--- src/rtl/piano_voice_sched_if.sv ---
// Frame/ROM/mix signal bundle for the eight-voice piano scheduler.
// master drives ticks, keys and ROM data; slave is the scheduler.
interface piano_voice_sched_if;
  logic       sample_tick;
  logic [7:0] keys;
  logic       rom_en;
  logic [7:0] rom_addr;
  logic [7:0] rom_data;
  logic [7:0] wave;
  logic       wave_valid;
  logic       busy;
  logic       overrun;

  modport master (
    output sample_tick, keys, rom_data,
    input  rom_en, rom_addr, wave,
    input  wave_valid, busy, overrun
  );

  modport slave (
    input  sample_tick, keys, rom_data,
    output rom_en, rom_addr, wave,
    output wave_valid, busy, overrun
  );
endinterface

--- src/rtl/piano_voice_sched.sv ---
// Eight-voice wavetable scheduler sharing one ROM.
// Voices are scanned once per frame and summed into one sample.
module piano_voice_sched (
  input logic               clk,
  input logic               rst,
  piano_voice_sched_if.slave bus
);

  typedef enum logic [1:0] {
    IDLE, SCAN, WAIT, MIX
  } state_t;

  state_t      state, state_nxt;
  logic [7:0]  chord, chord_nxt;
  logic [7:0]  phase [8];
  logic [2:0]  v, v_nxt;
  logic [10:0] acc, acc_nxt;
  logic [3:0]  cnt, cnt_nxt;
  logic [7:0]  wave_r;
  logic        ovr;
  logic        clr_en;
  logic        step_en;

  function automatic logic [7:0] inc_of(
    input logic [2:0] idx
  );
    case (idx)
      3'd0:    inc_of = 8'd16;
      3'd1:    inc_of = 8'd18;
      3'd2:    inc_of = 8'd20;
      3'd3:    inc_of = 8'd21;
      3'd4:    inc_of = 8'd24;
      3'd5:    inc_of = 8'd27;
      3'd6:    inc_of = 8'd30;
      default: inc_of = 8'd32;
    endcase
  endfunction

  // Scale the sum down by voice count; silence sits at midscale.
  function automatic logic [7:0] mix(
    input logic [10:0] a,
    input logic [3:0]  n
  );
    case (n)
      4'd0:       mix = 8'h80;
      4'd1:       mix = a[7:0];
      4'd2:       mix = a[8:1];
      4'd3, 4'd4: mix = a[9:2];
      default:    mix = a[10:3];
    endcase
  endfunction

  always_comb begin
    state_nxt = state;
    chord_nxt = chord;
    v_nxt     = v;
    acc_nxt   = acc;
    cnt_nxt   = cnt;
    clr_en    = 1'b0;
    step_en   = 1'b0;
    unique case (state)
      IDLE: begin
        if (bus.sample_tick) begin
          chord_nxt = bus.keys;
          clr_en    = 1'b1;
          v_nxt     = 3'd0;
          acc_nxt   = 11'd0;
          cnt_nxt   = 4'd0;
          state_nxt = SCAN;
        end
      end
      SCAN: begin
        if (chord[v]) begin
          state_nxt = WAIT;
        end else if (v == 3'd7) begin
          state_nxt = MIX;
        end else begin
          v_nxt = v + 3'd1;
        end
      end
      WAIT: begin
        acc_nxt = acc + {3'd0, bus.rom_data};
        cnt_nxt = cnt + 4'd1;
        step_en = 1'b1;
        if (v == 3'd7) begin
          state_nxt = MIX;
        end else begin
          v_nxt     = v + 3'd1;
          state_nxt = SCAN;
        end
      end
      MIX: begin
        state_nxt = IDLE;
      end
      default: begin
        state_nxt = IDLE;
      end
    endcase
  end

  always_ff @(posedge clk) begin
    if (rst) begin
      state  <= IDLE;
      chord  <= 8'd0;
      v      <= 3'd0;
      acc    <= 11'd0;
      cnt    <= 4'd0;
      wave_r <= 8'h80;
      ovr    <= 1'b0;
      for (int i = 0; i < 8; i++) begin
        phase[i] <= 8'd0;
      end
    end else begin
      state <= state_nxt;
      chord <= chord_nxt;
      v     <= v_nxt;
      acc   <= acc_nxt;
      cnt   <= cnt_nxt;
      // Capture uses next-state values so the last WAIT's sample counts.
      if (state_nxt == MIX) begin
        wave_r <= mix(acc_nxt, cnt_nxt);
      end
      if (bus.sample_tick && state != IDLE) begin
        ovr <= 1'b1;
      end
      for (int i = 0; i < 8; i++) begin
        if (clr_en && !bus.keys[i]) begin
          phase[i] <= 8'd0;
        end else if (step_en && v == i[2:0]) begin
          phase[i] <= phase[i] + inc_of(i[2:0]);
        end
      end
    end
  end

  assign bus.rom_en     = (state == SCAN) && chord[v];
  assign bus.rom_addr   = phase[v];
  assign bus.wave       = wave_r;
  assign bus.wave_valid = (state == MIX);
  assign bus.busy       = (state != IDLE);
  assign bus.overrun    = ovr;

endmodule

--- src/flat_wrapper.sv ---
// flat-port wrapper written by rule: the top's interface ports become plain ports
module piano_voice_sched_flat 
  (clk, rst, bus_sample_tick, bus_keys, bus_rom_data, bus_rom_en, bus_rom_addr, bus_wave, bus_wave_valid, bus_busy, bus_overrun);
  piano_voice_sched_if bus_i ();
  input logic clk;
  input logic rst;
  input wire logic [$bits(bus_i.sample_tick)-1:0] bus_sample_tick;
  input wire logic [$bits(bus_i.keys)-1:0] bus_keys;
  input wire logic [$bits(bus_i.rom_data)-1:0] bus_rom_data;
  output wire logic [$bits(bus_i.rom_en)-1:0] bus_rom_en;
  output wire logic [$bits(bus_i.rom_addr)-1:0] bus_rom_addr;
  output wire logic [$bits(bus_i.wave)-1:0] bus_wave;
  output wire logic [$bits(bus_i.wave_valid)-1:0] bus_wave_valid;
  output wire logic [$bits(bus_i.busy)-1:0] bus_busy;
  output wire logic [$bits(bus_i.overrun)-1:0] bus_overrun;
  assign bus_i.sample_tick = bus_sample_tick;
  assign bus_i.keys = bus_keys;
  assign bus_i.rom_data = bus_rom_data;
  assign bus_rom_en = bus_i.rom_en;
  assign bus_rom_addr = bus_i.rom_addr;
  assign bus_wave = bus_i.wave;
  assign bus_wave_valid = bus_i.wave_valid;
  assign bus_busy = bus_i.busy;
  assign bus_overrun = bus_i.overrun;
  piano_voice_sched u_core (.clk(clk), .rst(rst), .bus(bus_i));
endmodule
--- config.mk ---
export PLATFORM = sky130hd
export DESIGN_NAME = piano_voice_sched_flat
export DESIGN_NICKNAME = d
export VERILOG_FILES = /design/src/rtl/piano_voice_sched_if.sv /design/src/rtl/piano_voice_sched.sv /design/src/flat_wrapper.sv
export SDC_FILE = /design/constraint.sdc
export NUM_CORES = 1
export LEC_CHECK = 0
export CAP_MARGIN = 0
export CORE_MARGIN = 4
export CORE_UTILIZATION = 24
export DETAILED_ROUTE_END_ITERATION = 10
export GPL_ROUTABILITY_DRIVEN = 0
export GPL_TIMING_DRIVEN = 0
export HOLD_SLACK_MARGIN = 0.1
export PLACE_DENSITY = 0.41
export RECOVER_POWER = 100
export SYNTH_ARGS = -nofsm -noshare
export SYNTH_HDL_FRONTEND = slang
export SYNTH_SLANG_ARGS = --single-unit
--- constraint.sdc ---
create_clock -name clk -period 6.2 [get_ports clk]
set_input_delay 1.55 -clock clk [delete_from_list [all_inputs] [get_ports clk]]
set_output_delay 1.55 -clock clk [all_outputs]
set_load 0.02 [all_outputs]
==> summary.txt <==
STA
  • RSZ-0062 raised after global routing: false
  • Final setup vio count: 0
  • Fin crit share: 72.9%
  • Final Critical Period: 4.52 ns
  • Max transition margin: 12.2%
  • Worst Skew: 0.0119 ns
  • Worst slew pin tran: 1.30 ns
  • Final Max Slew Viols: 0
  • Fmax achieved: 221 MHz
  • Setup TNS: 0 ns
  • Final hold vios: 0

Routing
  • DRC viols: 0
  • Post-DRT Antenna Nets: 0
  • Vias: about 4300
  • Routed WL per cell: 17.1 um
  • Drt first pass iters: 4
  • WL final: ~15 mm
  • DRT iter0 DRCs: roughly 210
  • Via density: around 4.9

Synth
  • Netlist cell types: 67
  • Yosys reg bits: 88
  • Syn nets: 593
  • Sequential-to-total area share from yosys stat: between 40 and 50%
  • FFs w/ async S/R, synth: 0%
  • Synthesized area: 5300 um^2
  • Number of enable flip-flop cells after synthesis: 48
  • Main synth FF type: edfxtp_1
  • Mean Syn Cell Area: between 9 and 10 um^2
  • Yosys warns: 0
  • Post-synthesis cell count: 548

CTS
  • Hold buffers post-CTS: 0
  • CTS Buffer Depth: 2
  • Worst-path clk slew: 0.07 ns
  • TritonCTS clock tree: yes
  • Clk_lat worst skew: 0.35 ns
  • H-tree lvl count: 3
  • Post-CTS setup buffer count: 0
  • CTS Sinks: 88
  • CTS Buf Count: 9
  • Clock Tree Root: clkbuf_16
  • CTS resizes: 0

Finish
  • Nets: 641
  • Area growth from synthesis to layout: 18.6%
  • Final std cells w/o fill: 881
  • Fillers: 2322
  • Layout cells sized above 1: 6.49%
  • Ant diodes: 0

Status
  • Status: finished clean

Floorplanning
  • Core area: 21800 um^2
  • Die area: about 25000 um^2
  • Initial Utilization: 24.3%
  • I/O pin cnt: 39
  • Site Rows: 54
  • Chip width: 157 um
  • Die Height: 157 um

Critical path
  • Startpoint types: input pin
  • Worst EP required: 6.44 ns
  • Crit path DAT: 4.76 ns
  • Crit path kind: in -> reg
  • Biggest cell delay along the critical path: about 0.54 ns
  • Crit end category: flop
  • Critical path cell sequence: dlygate4sd3_1, ha_1, fa_1, a211oi_1, o21ai_0, a31oi_1, mux2i_1, o211a_1, o211ai_1, a32o_1
  • Crit-path slowest cell: dlygate4sd3_1
  • Worst reg2reg path depth: 7
  • Crit-path max FO: 4

Job
  • MaxCap Viol Count: 0

Power
  • Pwr dens: 359 nW/um^2
  • Leak: 2.29 nW
  • Power Total: 2.25 mW
  • Worst IR Drop VDD: approximately 0.16 mV

Placement
  • IO buf count: 37
  • DP Wirelength: around 12 mm
  • Placed Cells: 865

Global route
  • Total gr overflow: 0
  • Number of global-route vias before repair: roughly 4500
  • Antenna violations before repair: 0
  • Largest net degree at the start of global routing: 16
  • Total Routing Usage GR: 12.6%
  • First-pass GRT wire length: around 24 mm

Hold path
  • Worst Hold Class: reg -> reg
  • Hold depth: 2
-- layout make-up --
cell class                      count  area, um^2  area share [%]
Multi-Input combinational cell    415        2830            45.1
Sequential cell                    88        2240            35.7
Timing Repair Buffer               37         370            5.90
Tap cell                          280         350            5.58
Clock buffer                        9         225            3.59
Buffer                             24         108            1.71
Inverter                           21        78.8            1.26
Clock inverter                      7        71.3            1.14
-- cells by family after synthesis --
| group | Yosys count | synth area share (%) |
|---|---|---|
| AOI/OAI and AO/OA | 134 | 16.9 |
| xor gates and xnor gates | 31 | 5.13 |
| adders and majority gates | 26 | 6.29 |
| buffers and inverters | 45 | 3.62 |
| DFF | 88 | 42.3 |
| muxes | 30 | 8.44 |
| and+or+nand+nor | 194 | 17.2 |
-- through the flow --
step | instance area [um^2] | hold slack (ns) | setup WS [ns] | util, %
finish | 6280 | 0.455 | 1.68 | 28.9
global route | 6280 | 0.490 | 1.44 | 28.9
global placement | 6020 | 0.442 | 1.48 | 27.7
floorplan | 5300 | 0.432 | 2.37 | -
detailed placement | 6020 | 0.447 | 1.43 | 27.7
CTS | 6310 | 0.456 | 1.79 | 29.0
-- cells in the final DEF (no fill, tap or decap), types with 4 or more instances in the layout --
cell type         n
o21ai_0          30
a21oi_1          34
ha_1             25
mux2_2            7
mux2i_1          13
nand2_1          44
nor4_1            4
dlygate4sd3_1    22
nor2_1           78
and2_1            4
xnor2_1          12
o211ai_1         13
clkbuf_16         9
inv_1            21
nor3_1           12
nand3b_1          5
nor2b_1          15
clkbuf_1         19
edfxtp_1         48
nand3_1          10
nand2b_1          6
o22ai_1           7
a22oi_1           7
a211oi_1          8
dfxtp_1          40
nand4_1           4
a31oi_1           5
xor2_1           19
clkdlybuf4s50_1  15
mux4_2            7
-- critical path, delay by kind of cell --
| family | cells | cell delay [ns] |
|---|---|---|
| AO/OA/AOI/OAI | 6 | 1.57 |
| adder cells (fa/ha/maj) | 2 | 0.68 |
| buffers and inverters | 1 | 0.54 |
| multiplexers | 1 | 0.42 |
-- final timing paths --
kind,startpoint,slack [ns],to
setup reg to reg,u_core.state[0]$_SDFF_PP0_,2.74,u_core.phase[5][4]$_SDFFCE_PN0P_
hold / removal,u_core.chord[5]$_SDFFE_PP0P_,0.45,u_core.chord[5]$_SDFFE_PP0P_
setup / recovery,bus_rom_data[0],1.68,u_core.bus.wave[6]$_SDFFE_PP0N_
hold reg to reg,u_core.chord[5]$_SDFFE_PP0P_,0.45,u_core.chord[5]$_SDFFE_PP0P_
-- state kept, by name (all words and copies together), names as in the netlist, named ones only --
| signal | cells |
|---|---|
| u_core.acc | 11 |
| u_core.bus.overrun | 1 |
| u_core.bus.wave | 8 |
| u_core.chord | 8 |
| u_core.cnt | 4 |
| u_core.phase | 48 |
| u_core.state | 2 |
| u_core.v | 3 |
-- layer usage --
metal | track usage, % | vias to the layer above | wire [um]
li1 | - | 2105 | -
met1 | 15.6 | 2078 | 6730
met2 | 21.4 | 79 | 7340
met3 | 2.63 | 23 | 586
met4 | 5.00 | 0 | 381
met5 | 0 | - | 0
-- cells in the mapped netlist (3+ instances only) --
cell	number	share of area (%)
a31oi_1	5	0.59
a21o_1	3	0.43
nor2b_1	15	1.8
buf_2	3	0.28
ha_1	25	5.9
o22ai_1	7	0.83
o21ai_0	29	2.7
a22oi_1	5	0.71
edfxtp_1	48	27
clkbuf_1	17	1.2
nand2_1	44	3.1
mux4_2	7	3.0
nand4_1	4	0.47
and2_1	6	0.71
nor3_1	12	1.1
o31ai_1	3	0.43
nand3b_1	5	0.71
o211ai_1	13	1.8
nor4_1	4	0.47
nor2_1	78	5.5
mux2i_1	11	2.1
inv_1	21	1.5
dfxtp_1	40	15
xor2_1	19	3.1
nand2b_1	5	0.59
mux2_2	8	1.7
a21oi_1	34	3.2
xnor2_1	12	2.0
a211oi_1	8	1.1
nand3_1	10	0.95
-- report_power, final --
group | internal, mW | switching (mW) | total (mW)
clock | 0.313 | 0.244 | 0.557
sequential | 0.720 | 0.0882 | 0.808
combinational | 0.345 | 0.544 | 0.890
total | 1.38 | 0.877 | 2.25
Power figures use the tool's default switching activity.
